$ cat config.mk
export PLATFORM = sky130hd
export DESIGN_NAME = mac_dot_sequencer_flat
export DESIGN_NICKNAME = d
export VERILOG_FILES = /design/src/rtl/mac_dot_sequencer_if.sv /design/src/rtl/mac_dot_sequencer.sv /design/src/flat_wrapper.sv
export SDC_FILE = /design/constraint.sdc
export NUM_CORES = 1
export LEC_CHECK = 0
export CAP_MARGIN = 30
export CORE_ASPECT_RATIO = 1.4
export CORE_MARGIN = 2
export CORE_UTILIZATION = 60
export CTS_CLUSTER_SIZE = 20
export DETAILED_ROUTE_END_ITERATION = 10
export GPL_TIMING_DRIVEN = 0
export PLACE_DENSITY = 0.85
export SYNTH_ARGS = -nofsm -noshare
export SYNTH_HDL_FRONTEND = slang
export SYNTH_SLANG_ARGS = --single-unit
$ cat constraint.sdc
create_clock -name clk_i -period 25.9 [get_ports clk_i]
set_input_delay 7.77 -clock clk_i [delete_from_list [all_inputs] [get_ports clk_i]]
set_output_delay 7.77 -clock clk_i [all_outputs]
set_load 0.01 [all_outputs]
$ cat src/rtl/mac_dot_sequencer_if.sv
// Operand-beat stream and result port shared between the MAC sequencer and its neighbours.
// master = issue/operand side and writeback side; slave = the sequencer.
interface mac_dot_sequencer_if;
    logic        in_valid;
    logic        in_ready;
    logic [31:0] in_data;
    logic [31:0] weight;
    logic        res_valid;
    logic        res_ready;
    logic [31:0] res_data;

    modport master (
        output in_valid, in_data, weight, res_ready,
        input  in_ready, res_valid, res_data
    );

    modport slave (
        input  in_valid, in_data, weight, res_ready,
        output in_ready, res_valid, res_data
    );
endinterface

$ cat src/rtl/mac_dot_sequencer.sv
// Sequences the 4-lane 8-bit MAC over a stream of beats and returns one 32-bit dot product.
// state | meaning
// IDLE  | waiting for start_i; no beats taken, no result
// RUN   | accepting beats, cnt_q counts remaining beats
// DONE  | result held on res_data_o until res_ready_i
module mac_dot_sequencer #(
    parameter int LEN_W = 16
) (
    input  logic                 clk_i,
    input  logic                 rst_i,
    input  logic                 start_i,
    input  logic [LEN_W-1:0]     len_i,
    input  logic [31:0]          acc_init_i,
    input  logic                 abort_i,
    output logic                 busy_o,
    output logic [LEN_W-1:0]     beats_left_o,
    mac_dot_sequencer_if.slave   bus_if
);

    typedef enum logic [1:0] {
        IDLE = 2'd0,
        RUN  = 2'd1,
        DONE = 2'd2
    } state_t;

    state_t             state_q, state_d;
    logic [31:0]        acc_q, acc_d;
    logic [LEN_W-1:0]   cnt_q, cnt_d;

    logic signed [15:0] prod [4];
    logic signed [17:0] lane_sum;
    logic               accept;

    // Activation zero-extended, weight sign-extended; each product fits in 16 bits signed.
    always_comb begin
        lane_sum = '0;
        for (int k = 0; k < 4; k++) begin
            prod[k]  = $signed({8'b0, bus_if.in_data[8*k +: 8]}) *
                       $signed({{8{bus_if.weight[8*k+7]}}, bus_if.weight[8*k +: 8]});
            lane_sum = lane_sum + {{2{prod[k][15]}}, prod[k]};
        end
    end

    assign bus_if.in_ready  = (state_q == RUN) && !abort_i;
    assign bus_if.res_valid = (state_q == DONE);
    assign bus_if.res_data  = (state_q == DONE) ? acc_q : 32'd0;
    assign busy_o           = (state_q != IDLE);
    assign beats_left_o     = cnt_q;
    assign accept           = bus_if.in_valid && bus_if.in_ready;

    always_comb begin
        state_d = state_q;
        acc_d   = acc_q;
        cnt_d   = cnt_q;
        unique case (state_q)
            IDLE: begin
                if (start_i) begin
                    acc_d   = acc_init_i;
                    cnt_d   = len_i;
                    state_d = (len_i != '0) ? RUN : DONE;
                end
            end
            RUN: begin
                if (abort_i) begin
                    cnt_d   = '0;
                    state_d = IDLE;
                end else if (accept) begin
                    acc_d = acc_q + {{14{lane_sum[17]}}, lane_sum};
                    cnt_d = cnt_q - LEN_W'(1);
                    if (cnt_q == LEN_W'(1)) begin
                        state_d = DONE;
                    end
                end
            end
            DONE: begin
                if (abort_i || bus_if.res_ready) begin
                    state_d = IDLE;
                end
            end
            default: begin
                state_d = IDLE;
                cnt_d   = '0;
            end
        endcase
    end

    always_ff @(posedge clk_i) begin
        if (rst_i) begin
            state_q <= IDLE;
            acc_q   <= 32'd0;
            cnt_q   <= '0;
        end else begin
            state_q <= state_d;
            acc_q   <= acc_d;
            cnt_q   <= cnt_d;
        end
    end

endmodule

$ cat src/flat_wrapper.sv
// flat-port wrapper written by rule: the top's interface ports become plain ports
module mac_dot_sequencer_flat 
#(
    parameter int LEN_W = 16
)
  (clk_i, rst_i, start_i, len_i, acc_init_i, abort_i, busy_o, beats_left_o, bus_if_in_valid, bus_if_in_data, bus_if_weight, bus_if_res_ready, bus_if_in_ready, bus_if_res_valid, bus_if_res_data);
  mac_dot_sequencer_if bus_if_i ();
  input  logic clk_i;
  input  logic rst_i;
  input  logic start_i;
  input  logic [LEN_W-1:0] len_i;
  input  logic [31:0] acc_init_i;
  input  logic abort_i;
  output logic busy_o;
  output logic [LEN_W-1:0] beats_left_o;
  input wire logic [$bits(bus_if_i.in_valid)-1:0] bus_if_in_valid;
  input wire logic [$bits(bus_if_i.in_data)-1:0] bus_if_in_data;
  input wire logic [$bits(bus_if_i.weight)-1:0] bus_if_weight;
  input wire logic [$bits(bus_if_i.res_ready)-1:0] bus_if_res_ready;
  output wire logic [$bits(bus_if_i.in_ready)-1:0] bus_if_in_ready;
  output wire logic [$bits(bus_if_i.res_valid)-1:0] bus_if_res_valid;
  output wire logic [$bits(bus_if_i.res_data)-1:0] bus_if_res_data;
  assign bus_if_i.in_valid = bus_if_in_valid;
  assign bus_if_i.in_data = bus_if_in_data;
  assign bus_if_i.weight = bus_if_weight;
  assign bus_if_i.res_ready = bus_if_res_ready;
  assign bus_if_in_ready = bus_if_i.in_ready;
  assign bus_if_res_valid = bus_if_i.res_valid;
  assign bus_if_res_data = bus_if_i.res_data;
  mac_dot_sequencer #(.LEN_W(LEN_W)) u_core (.clk_i(clk_i), .rst_i(rst_i), .start_i(start_i), .len_i(len_i), .acc_init_i(acc_init_i), .abort_i(abort_i), .busy_o(busy_o), .beats_left_o(beats_left_o), .bus_if(bus_if_i));
endmodule
# Word-level counts from Yosys, hierarchy flattened
# Index checks and enable logic that the tools add are counted.
# classes
n_addsub	5
n_mul	4
div_mod_pow	0
n_lt_le_gt_ge	0
n_eq_ne	9
shifts	0
muxes	16
n_bitwise	1
n_reduce_logical	11
# op_table
operator	count
$mux 32	4
$mul 9x8->16	4
$pmux 32 s2	1
$mux 16	3
$pmux 16 s3	1
$add 18x18->18	2
$add 32x32->32	1
$add 16x16->17	1
$eq 16x1->1 const B	1
$reduce_bool 16->1	1
$sub 16x1->16 const B	1
$mux 2	6
$reduce_and 4->1	2
$pmux 2 s3	1
$ne 2x1->1 const B	2
$ne 2x2->1 const B	2
$reduce_bool 2->1	2
$ne 3x2->1 const B	1
$ne 3x3->1 const B	1
$reduce_and 3->1	1
$eq 2x1->1 const B	1
$eq 2x2->1 const B	1
$logic_and 1x1->1	2
$logic_not 2->1	1
3 further kinds	3
# totals
regBits	50
latchBits	0
ramBits	0
romBits	0
in_bits	118
out_inout_bits	51
memories	0

# Logic depth before layout (Yosys ltp)
# logic_depth
ltp_word	8
mapped_depth	42
mapped_depth_nobuf	42

# Least setup slack after synthesis
# Ideal clock, no wire load.
# synth_path
path_type	input to register
from	input port bus_if_weight[0]
to	register u_core.acc_q[31]
setup_ps	133
t_arrival_ps	16815
t_required_ps	25767
setup_slack_ps	8952
cell_stages	40
path_buffers	0
cell_sequence	and2_1 > ha_1 > inv_1 > fa_1 > inv_1 > ha_1 > inv_1 > fa_1 > inv_1 > ha_1 > fa_1 > a21o_1 > a21oi_1 > o21bai_1 > a21oi_1 > o21bai_1 > a21oi_1 > xnor2_1 > [4 not listed] > xnor2_1 > fa_1 > inv_1 > ha_1 > a21o_1 > or3_1 > o211a_1 > a211oi_1 > ha_1 > a21oi_1 > o211ai_1 > a211o_1 > a21oi_2 > nor2_1 > o41ai_1 > xnor2_1 > mux2i_1 > a31oi_1
# synth_between
elab_chain_len	8
# synth_lines
item	line_no	rtl
start, declared	flat_wrapper.sv:18	input wire logic [$bits(bus_if_i.weight)-1:0] bus_if_weight;
$mul 9x8->16	mac_dot_sequencer.sv:38	prod[k] = $signed({8'b0, bus_if.in_data[8*k +: 8]}) *
$add 16x16->17	mac_dot_sequencer.sv:40	lane_sum = lane_sum + {{2{prod[k][15]}}, prod[k]};
$add 18x18->18 (2 in series)	mac_dot_sequencer.sv:40	
$add 32x32->32	mac_dot_sequencer.sv:68	acc_d = acc_q + {{14{lane_sum[17]}}, lane_sum};
$mux 32	mac_dot_sequencer.sv:67	end else if (accept) begin
$mux 32	mac_dot_sequencer.sv:64	if (abort_i) begin
$pmux 32 s2	mac_dot_sequencer.sv:55	unique case (state_q)
end signal, assigned	mac_dot_sequencer.sv:90	acc_q <= 32'd0;
end signal, assigned	mac_dot_sequencer.sv:94	acc_q <= acc_d;
end, declared	mac_dot_sequencer.sv:27	logic [31:0] acc_q, acc_d;
# Every way passes these cells. The select of a mux whose other input is x is not followed.
# A chain may end at the register's enable or synchronous reset.

# Worst setup path in the final report
# Ends and elaborated chain as after synthesis.

==> metrics <==
hold buffers post-CTS 0; Synth Area in Adders a little over two fifths; capturing element type of the critical path flip-flop; Total Nets Final approximately 2,400; Most Frequent Cell on Critical Path ha_1; vias per cell approximately 5.7; clock root buffer clkbuf_16; Clock Path Buffers 2; Area Overhead vs Synth 15.5%; mux share of post-synthesis cell area less than 1%; Avg Cell Area, Syn 8.21 sq um; # H-tree levels 2; Core ar. approximately 23,000 sq um; Slew headroom about half; Worst path slowest cell clkdlybuf4s50_1; layout cells sized above 1 ~1.4%; Final GP Congestion roughly 0.95; TritonCTS buffer count 5; Mapped Area 14,300 sq um; WP data required 26,070 ps; Post-synth EDFFs 0; final WL approximately 36,000 um; die span in x between 100 and 150 um; total track usage between 20% and 30%; Ys Warns 0; Resized Gates After CTS 0; post-CTS setup buffers 0; Slew Viols, Final 0; Hold Vio Cnt, Final 0; slew at the pin with the worst max-slew slack between 700 and 800 ps; Routed Antenna Nets 0; outcome finished, final reports clean; final setup violation count 0; CTS clk-pin slew, worst paths 70 ps; syn nets 2,255; Synth Instances approximately 1,700; fmax 56.1 MHz; placed cell areas around 16,000 sq um; crit path max fanout 12; Compound-Gate Fraction of Synth Area between 10% and 20%; Period Utilization, post-route between 60 and 70%; Final Util between 70% and 80%; DR WL/cell around 16 um; TritonCTS Sinks 50; Critical Path AT approximately 18,000 ps; hpwl dp 30,800 um; RSZ-0062 raised after global routing no; DR DRC count 0; library cells used by synthesis 61; port bufs 167; initial drt markers approximately 600; area of the multi-input gates between 10,000 and 15,000 sq um; largest net degree at the start of global routing 17; Post-synth ARST share 0%; Antenna Cells 0; crit path kind input pin to flip-flop; row cnt between 60 and 70; post-synthesis register bit count 50; fin crit period ~18,000 ps; Die Height between 150 and 200 um; CTS tree built; vias in the first global route roughly 13,000; vias 12,772; initial antenna violation count 0; fillers roughly 1,900; fin area ~17,000 sq um; Top Ports about 170; commonest non-fill, non-tap cell in the layout inv_1; first-pass GRT wire length approximately 61,000 um; most frequent cells in the layout inv_1, ha_1, and2_1; ys flop type dfxtp_1; post-synthesis sequential area ratio ~7%; post-synthesis simple-gate area fraction between 10% and 20%; largest family of logic cells by synthesized area adder cells; Worst-Skew Late Latency 310 ps; First-pass DRT Iterations 5; setup_tns 0 ps; maxcap violations 0; XOR/XNOR Fraction of Synth Area approximately 7.1%; Worst setup SP type input pin; Storage cell area approximately 1000 sq um; CP max stage delay roughly 550 ps; path type of the worst min-delay path flip-flop to flip-flop; die footprint about 25,000 sq um; Starting Density 61.2%; grt total ovfl 0; Clock Skews about 7 ps
[synthesized netlist by cell type, types with 29 or more instances]
cell	n	area share, %
inv_1	285	7.5
ha_1	225	20
and2_1	184	8.0
fa_1	168	24
nand2_1	141	3.7
nor2_1	118	3.1
a21oi_1	97	3.4
xnor2_1	80	4.9
o21ai_0	52	1.8
dfxtp_1	50	7.0
xor2_1	36	2.2
o21bai_1	35	1.8
a21o_1	29	1.5
[through the flow]
stage          hold WS (ps)  std cells  worst slack (ps)
6_report                509       2226              8090
5_1_grt                 522       2226              7710
4_1_cts                 499       2226              8160
3_5_place_dp            492       2218              7870
3_3_place_gp            488       2217              6680
2_1_floorplan           445       1744              8950
[flip-flops by register name, indices dropped and copies added (netlist names)]
register	flops
u_core.acc_q	32
u_core.beats_left_o	16
u_core.state_q	2
[area by class of cell]
class	instances	share of cell area, %
tap	306	2.32
timing repair buffer	168	10.2
multi-input combinational	1380	73.4
inverter	285	6.47
buffer	29	0.659
clock buffer	5	0.757
sequential	50	6.06
clock inverter	3	0.114
[logic make-up (layout without fill, tap and decap cells)]
logic type,Yosys count,count (layout)
adder cells (fa/ha/maj),393,393
AO/OA/AOI/OAI,315,315
buffers and inverters,314,490
AND/OR/NAND/NOR,550,550
multiplexers,6,6
XOR/XNOR,116,116
flip-flops,50,50
[path summary, 6_finish.rpt]
path | startpoint | endpoint | slack (ps) | depth (start not counted)
setup reg to reg | u_core.acc_q[0] | u_core.acc_q[26] | 22750 | 11
hold / removal | u_core.acc_q[2] | u_core.acc_q[2] | 510 | 2
hold reg to reg | u_core.acc_q[2] | u_core.acc_q[2] | 510 | 2
setup / recovery | bus_if_weight[0] | u_core.acc_q[31] | 8090 | 42
[worst max-delay path: cells and delay by family]
kind / cells / cell delay (ps)
fa+ha+maj: 10 / 3660
compound gates: 18 / 4000
buf+inv: 7 / 1040
simple gates: 3 / 800
xor+xnor: 3 / 500
mux: 1 / 200
[metal layers]
metal  GRT usage [%]  up-vias  routed length [um]  part of all wire, %
met5               0        -                   0                    0
met2            56.7      441               19700                   55
met3            1.87      123                1600                  4.5
li1                -     6063                   -                    -
met1            31.7     6145               12900                   36
met4            13.7        0                1740                  4.9
Power is left out: the tool's default activity adds up to more than one toggle a clock period on the data nets, which glitch-free logic cannot reach.
